File: config.mk
export PLATFORM = sky130hd
export DESIGN_NAME = serial_add_ctrl
export DESIGN_NICKNAME = d
export VERILOG_FILES = /design/src/rtl/serial_add_ctrl_pkg.sv /design/src/rtl/full_addr.sv /design/src/rtl/serial_add_ctrl.sv
export SDC_FILE = /design/constraint.sdc
export NUM_CORES = 1
export LEC_CHECK = 0
export CAP_MARGIN = 20
export CORE_MARGIN = 1
export CORE_UTILIZATION = 48
export CTS_CLUSTER_SIZE = 14
export DETAILED_ROUTE_END_ITERATION = 10
export GPL_TIMING_DRIVEN = 0
export PLACE_DENSITY = 0.73
export SETUP_SLACK_MARGIN = 0.05
export SLEW_MARGIN = 20
export SYNTH_ARGS = -nofsm -noshare
export SYNTH_HDL_FRONTEND = slang
export SYNTH_HIERARCHICAL = 1
export SYNTH_SLANG_ARGS = --single-unit
File: constraint.sdc
create_clock -name clk -period 2.3 [get_ports clk]
set_clock_uncertainty 0.1 [all_clocks]
set_input_delay 0.69 -clock clk [delete_from_list [all_inputs] [get_ports clk]]
set_output_delay 0.69 -clock clk [all_outputs]
set_load 0.01 [all_outputs]
File: src/rtl/serial_add_ctrl_pkg.sv
// -----------------------------------------------------------------------------
// serial_add_ctrl_pkg
//   Shared definitions for the bit-serial adder controller: the 2-bit FSM
//   state encodings and the next-state decode function.
//   The encoding 2'd3 is unused; the decode sends it back to IDLE so a
//   corrupted state register always recovers.
// -----------------------------------------------------------------------------
package serial_add_ctrl_pkg;

    localparam logic [1:0] ST_IDLE = 2'd0;
    localparam logic [1:0] ST_RUN  = 2'd1;
    localparam logic [1:0] ST_DONE = 2'd2;

    // Next-state decode.
    //   IDLE -(start)-> RUN -(last bit)-> DONE -(always)-> IDLE
    function automatic logic [1:0] fsm_next(input logic [1:0] state,
                                            input logic       start,
                                            input logic       last_bit);
        logic [1:0] nxt;
        nxt = ST_IDLE;
        case (state)
            ST_IDLE: nxt = start    ? ST_RUN  : ST_IDLE;
            ST_RUN:  nxt = last_bit ? ST_DONE : ST_RUN;
            ST_DONE: nxt = ST_IDLE;
            default: nxt = ST_IDLE;
        endcase
        return nxt;
    endfunction

endpackage

File: src/rtl/full_addr.sv
// -----------------------------------------------------------------------------
// full_addr
//   Single-bit full adder cell, purely combinational.
// Ports
//   a, b   in   operand bits
//   ci     in   carry in
//   sum    out  a ^ b ^ ci
//   carry  out  carry out
// -----------------------------------------------------------------------------
module full_addr (
    input  logic a,
    input  logic b,
    input  logic ci,
    output logic sum,
    output logic carry
);

    logic half;

    assign half  = a ^ b;
    assign sum   = half ^ ci;
    assign carry = (a & b) | (ci & half);

endmodule

File: src/rtl/serial_add_ctrl.sv
// -----------------------------------------------------------------------------
// serial_add_ctrl
//   Bit-serial adder controller. One full_addr cell is stepped over two
//   WIDTH-bit operands, one bit per clock, LSB first, with the carry held in a
//   flip-flop between bits. {cout, sum_out} = a_in + b_in + cin.
//
//   Timing: accept on edge k (IDLE & start); bit edges k+1..k+WIDTH; done is
//   high for the one cycle after edge k+WIDTH; back in IDLE after edge
//   k+WIDTH+1. One add per WIDTH+2 cycles.
//
//   Handshake: start is a request sampled only in IDLE; the edge that samples
//   it high captures a_in/b_in/cin, after which the inputs may change freely.
//   start seen in RUN or DONE is dropped (no queueing). done is a one-cycle
//   completion pulse; sum_out/cout are valid from done and held until the
//   next completion or reset.
//
// Parameters
//   WIDTH      operand/result width, 2..32
// Ports
//   clk        in   rising-edge clock
//   rst_n      in   asynchronous active-low reset
//   start      in   request, sampled in IDLE
//   a_in       in   operand A
//   b_in       in   operand B
//   cin        in   carry in
//   busy       out  high while in RUN
//   done       out  high for the single DONE cycle
//   sum_out    out  result
//   cout       out  final carry
//   dbg_state  out  current FSM state (ST_* encoding) for observation
// -----------------------------------------------------------------------------
module serial_add_ctrl
    import serial_add_ctrl_pkg::*;
#(
    parameter int WIDTH = 8
) (
    input  logic             clk,
    input  logic             rst_n,
    input  logic             start,
    input  logic [WIDTH-1:0] a_in,
    input  logic [WIDTH-1:0] b_in,
    input  logic             cin,
    output logic             busy,
    output logic             done,
    output logic [WIDTH-1:0] sum_out,
    output logic             cout,
    output logic [1:0]       dbg_state
);

    localparam int             CW       = $clog2(WIDTH);
    localparam logic [CW-1:0]  LAST_BIT = CW'(WIDTH - 1);

    logic [1:0]       state;
    logic [1:0]       state_nxt;
    logic [WIDTH-1:0] a_sh;
    logic [WIDTH-1:0] b_sh;
    logic [WIDTH-1:0] res_sh;
    logic             c_reg;
    logic [CW-1:0]    cnt;
    logic             bit_sum;
    logic             bit_carry;
    logic             last_bit;
    logic [WIDTH-1:0] res_nxt;

    full_addr u_full_addr (
        .a     (a_sh[0]),
        .b     (b_sh[0]),
        .ci    (c_reg),
        .sum   (bit_sum),
        .carry (bit_carry)
    );

    assign last_bit  = (cnt == LAST_BIT);
    assign state_nxt = fsm_next(state, start, last_bit);

    // Result bits enter at the MSB so that after WIDTH shifts bit 0 of the
    // operands has landed in bit 0 of the result.
    assign res_nxt = {bit_sum, res_sh[WIDTH-1:1]};

    always_ff @(posedge clk or negedge rst_n) begin
        if (!rst_n) begin
            state   <= ST_IDLE;
            a_sh    <= '0;
            b_sh    <= '0;
            res_sh  <= '0;
            c_reg   <= 1'b0;
            cnt     <= '0;
            sum_out <= '0;
            cout    <= 1'b0;
        end else begin
            state <= state_nxt;
            case (state)
                ST_IDLE: begin
                    if (start) begin
                        a_sh   <= a_in;
                        b_sh   <= b_in;
                        c_reg  <= cin;
                        cnt    <= '0;
                        res_sh <= '0;
                    end
                end
                ST_RUN: begin
                    res_sh <= res_nxt;
                    a_sh   <= a_sh >> 1;
                    b_sh   <= b_sh >> 1;
                    c_reg  <= bit_carry;
                    cnt    <= cnt + 1'b1;
                    if (last_bit) begin
                        sum_out <= res_nxt;
                        cout    <= bit_carry;
                    end
                end
                default: begin
                    // DONE and the unused encoding only move the FSM.
                end
            endcase
        end
    end

    assign busy      = (state == ST_RUN);
    assign done      = (state == ST_DONE);
    assign dbg_state = state;

endmodule

# After elaboration in Yosys (flattened, before gate mapping)
# Cells that the tools add are included.
# op_classes
eq_ne	4
add_sub_neg	1
n_reduce_logical	4
n_mux	13
n_bitwise	5
# op_table
cell	n
$pmux W8 S2	3
$mux W8	3
$pmux W3 S2	1
$pmux W2 S2	1
$reduce_and A2 Y1	2
$add A3 B1 Y3 const B	1
$eq A3 B3 Y1 const B	1
$mux W3	1
$and A1 B1 Y1	2
$eq A2 B1 Y1 const B	1
$eq A2 B2 Y1 const B	1
$logic_not A2 Y1	1
$mux W1	2
$mux W2	1
$ne A2 B2 Y1 const B	1
$pmux W1 S2	1
$reduce_bool A2 Y1	1
$xor A1 B1 Y1	2
$or A1 B1 Y1	1
# word_totals
ff_bits	39
input_bits	20
wordCells	35
out_inout_bits	13

# Logic depth before layout (Yosys ltp)
# logic_depth
word_depth	4
mapped_depth	5
depth_no_buf	4

# Modules after synthesis
# Netlist, hierarchy kept.
# modules_own_cells
module	instances	area_per_inst_um2	cells_each
serial_add_ctrl	1	1701.6	129
full_addr	1	20.0	1

# Least setup slack after synthesis
# Ideal clock, no wire load.
# synth_path
kind	register to output
start	register state[1] (netlist: dbg_state[1])
end	output port done
path_stages_with_launch	5
arrival_ns	1.039
t_required_ns	1.510
n_path_buf	3
path_slack_ns	0.471
cell_sequence	dfrtp_1 > buf_6 > buf_6 > buf_2 > nor2b_1
# synth_via
elab_chain_cells	1
# synth_rtl
element	line_no	text
from (decl)	serial_add_ctrl.sv:53	logic [1:0] state;
from (signal assigned)	serial_add_ctrl.sv:91	state <= state_nxt;
$eq A2 B2 Y1	serial_add_ctrl.sv:121	assign done = (state == ST_DONE);
to (decl)	serial_add_ctrl.sv:44	output logic done,
# Every way passes these cells.

# Worst setup path after layout
# Ends and elaborated chain as after synthesis.

==> metrics.txt <==
cell with the largest stage delay on the worst path dfrtp_1; worst min path class input pin to asynchronous set/reset pin; Synth warnings 6; final weighted congestion in routability-driven placement 0.792; worst endpoint required time 1510 ps; all-layer global routing usage 0.202; routed via count 1223; synthesized instance count 130; n_diodes 0; sequence of cells on the critical path buf_8, nor2b_1, dlygate4sd2_1; routed wire length per instance 15.1 um; number of antenna violations at the first check in global routing 0; number of buffers created by CTS 5; reg2reg end sum_out[1]; registers with the most flip-flops a_sh (8), b_sh (8), sum_out (8); H-tree lvl count 2; Initial Util 0.508; run status finished, final reports clean; clock transition at the registers of the reported paths 100 ps; DP Area 0.00212 mm^2; Max IR drop VDD 0.000469 V; Critical Path Max Stage Delay 430 ps; Hold-fix buffers, CTS 0; type of origin of the critical path register; share of the core filled with cells in the final layout 0.648; share of the yosys chip area belonging to registers 0.552; Critical Path Fanout Max 28; area growth from synthesis to layout 27.5%; residual antenna-violating net count after detailed routing 0; final setup violation count 0; Total Neg Setup Slack 0 ps; Worst setup startpoint dbg_state[1]; FF-to-FF path depth 5; last element of the critical path done; clock latency of the later-clocked register in the worst-skew pair 350 ps; clock period minus worst slack 2190 ps; Final period util 0.950; Die Wd 61.9 um; clock root cell clkbuf_4; number of DRC markers in iteration 0 52; maximum operating frequency 457 MHz; Die H 61.9 um; number of clock sinks 38; power per standard cell area 1230 mW/mm^2; DP HPWL 2390 um; worst slew pin tran 431 ps; number of global-route vias before repair 1149; max-cap violation count 0; Avg Cell Area, Syn 13.2 um^2; first-pass GRT wire length 5450 um; maximum buffer depth of the clock tree 2; Worst Setup Path Type register to primary output; fraction of layout cells with a size suffix above 1 0.243; leakage power summed over all cells 0.000960 uW; Distinct cells, synth 25; clock tree from TritonCTS yes; PortBufs 32; launch point of the worst reg-to-reg path cnt[0]; Detailed Route WL 3250 um; die area 0.00383 mm^2; netlist area before placement 0.00172 mm^2; global route overflow 0; cell area after layout 0.00220 mm^2; DRC violation count after routing 0; post-detailed-route via-to-cell ratio 5.69; top cell type's share of synthesized area 0.552; Post-Syn Nets 153; detailed-router iteration count before antenna repair 4; arrival time at the worst endpoint 1400 ps; standard-cell row count 21; endpoint type of the worst setup path primary output; worst slew margin relative to its limit 0.713; # IOs 33; number of nets in the final layout 191; top area cells in the synthesized netlist dfrtp_1 55%, mux2_2 5.9%, o221a_2 5.2%; total core area 0.00339 mm^2; number of max-slew violations in the final report 0; maximum number of pins on one net before global-route repair 29; hold violation count in the final report 0; cell accounting for the most synthesized area dfrtp_1; setup slack of the most critical reg-to-reg path 530 ps; synthesis-stage register bit count 38; setup repair after global routing missed its margin no
[cell families (layout without fill, tap and decap cells)]
family          count (synthesis)  count (layout)  share of synthesized area
fa+ha+maj                       3               3                     0.0262
simple gates                   28              28                      0.139
mux                            10              10                     0.0647
buf+inv                        22              61                     0.0632
flops                          38              38                      0.552
compound gates                 29              29                      0.155
[critical path: cells and delay by family (launching register included)]
| family | cells | cell delay (ps) |
|---|---|---|
| and+or+nand+nor | 1 | 150 |
| buffers and inverters | 2 | 470 |
| DFF | 1 | 430 |
[where the power goes]
group,total (uW),internal (uW),switching (uW)
clock,362,148,214
combinational,1170,681,489
sequential,1170,977,194
[worst min path at each step]
stage | from | end | slack, ps | cells after the start
3_5_place_dp | b_sh[7] | b_sh[7] | 380 | 1
6_report | rst_n | a_sh[3] | 170 | 1
5_1_grt | rst_n | a_sh[3] | 170 | 1
4_1_cts | rst_n | a_sh[5] | 160 | 1
2_1_floorplan | rst_n | a_sh[0] | 290 | 0
3_3_place_gp | b_sh[7] | b_sh[7] | 370 | 1
[routing by layer]
metal  global-route usage  vias to the layer above  share of wire
met5                    0                        -              0
met4               0.0635                        0          0.011
met3               0.0725                        6          0.058
met2                0.315                       39           0.47
met1                0.265                      608           0.46
li1                     -                      570              -
[metrics by stage]
step                power (uW)  setup slack [ps]  hold WS, ps  instances
finish                    2700               114          169        215
CTS                       2700              11.9          164        215
detailed placement        2310              -104          381        209
floorplan                 1880               471          294        130
global placement          2250              -362          370        208
global route              2900              28.7          172        215
[synthesized netlist by cell type (all sizes together)]
library cell and instances:
a22o 9, or4b 8, dfrtp 38, a21o 1, a221oi 2, fa 1
nor2b 1, ha 2, clkbuf 2, mux2 9, inv 9, nor4b 7
a211o 1, nand3b 1, nor3b 6, mux2i 1, o21ba 1, nor4bb 2
o21bai 1, buf 11, o221a 8, a21oi 1, a211oi 5, nand2b 3
[placed cells by master, fill, tap and decap left out, types with 2 or more instances in the layout]
master,n
a211oi_1,5
a221oi_1,2
a22o_1,9
buf_2,7
buf_6,3
clkbuf_1,2
clkbuf_4,5
clkdlybuf4s50_1,29
dfrtp_1,38
ha_1,2
inv_1,8
mux2_2,9
nand2b_1,2
nor3b_1,6
nor4b_1,7
nor4bb_1,2
o221a_2,8
or4b_1,8
[final cells by class]
class	count	area, um^2
fillers	256	1190
flip-flops and latches	38	951
multi-input cells	70	669
repair buffers	34	344
plain buffers	10	77.6
well taps	46	57.6
clock buffers	7	55.1
inverters	9	36.3
clock inverters	1	5.00
[repair_timing]
action | in CTS | in global routing
cloned | 0 | 0
endpoints found under the setup margin | 2 | 2
buffers inserted | 1 | 0
pin swaps | 0 | 0
resized for setup | 8 | 8
(Power assumes the default switching activity.)
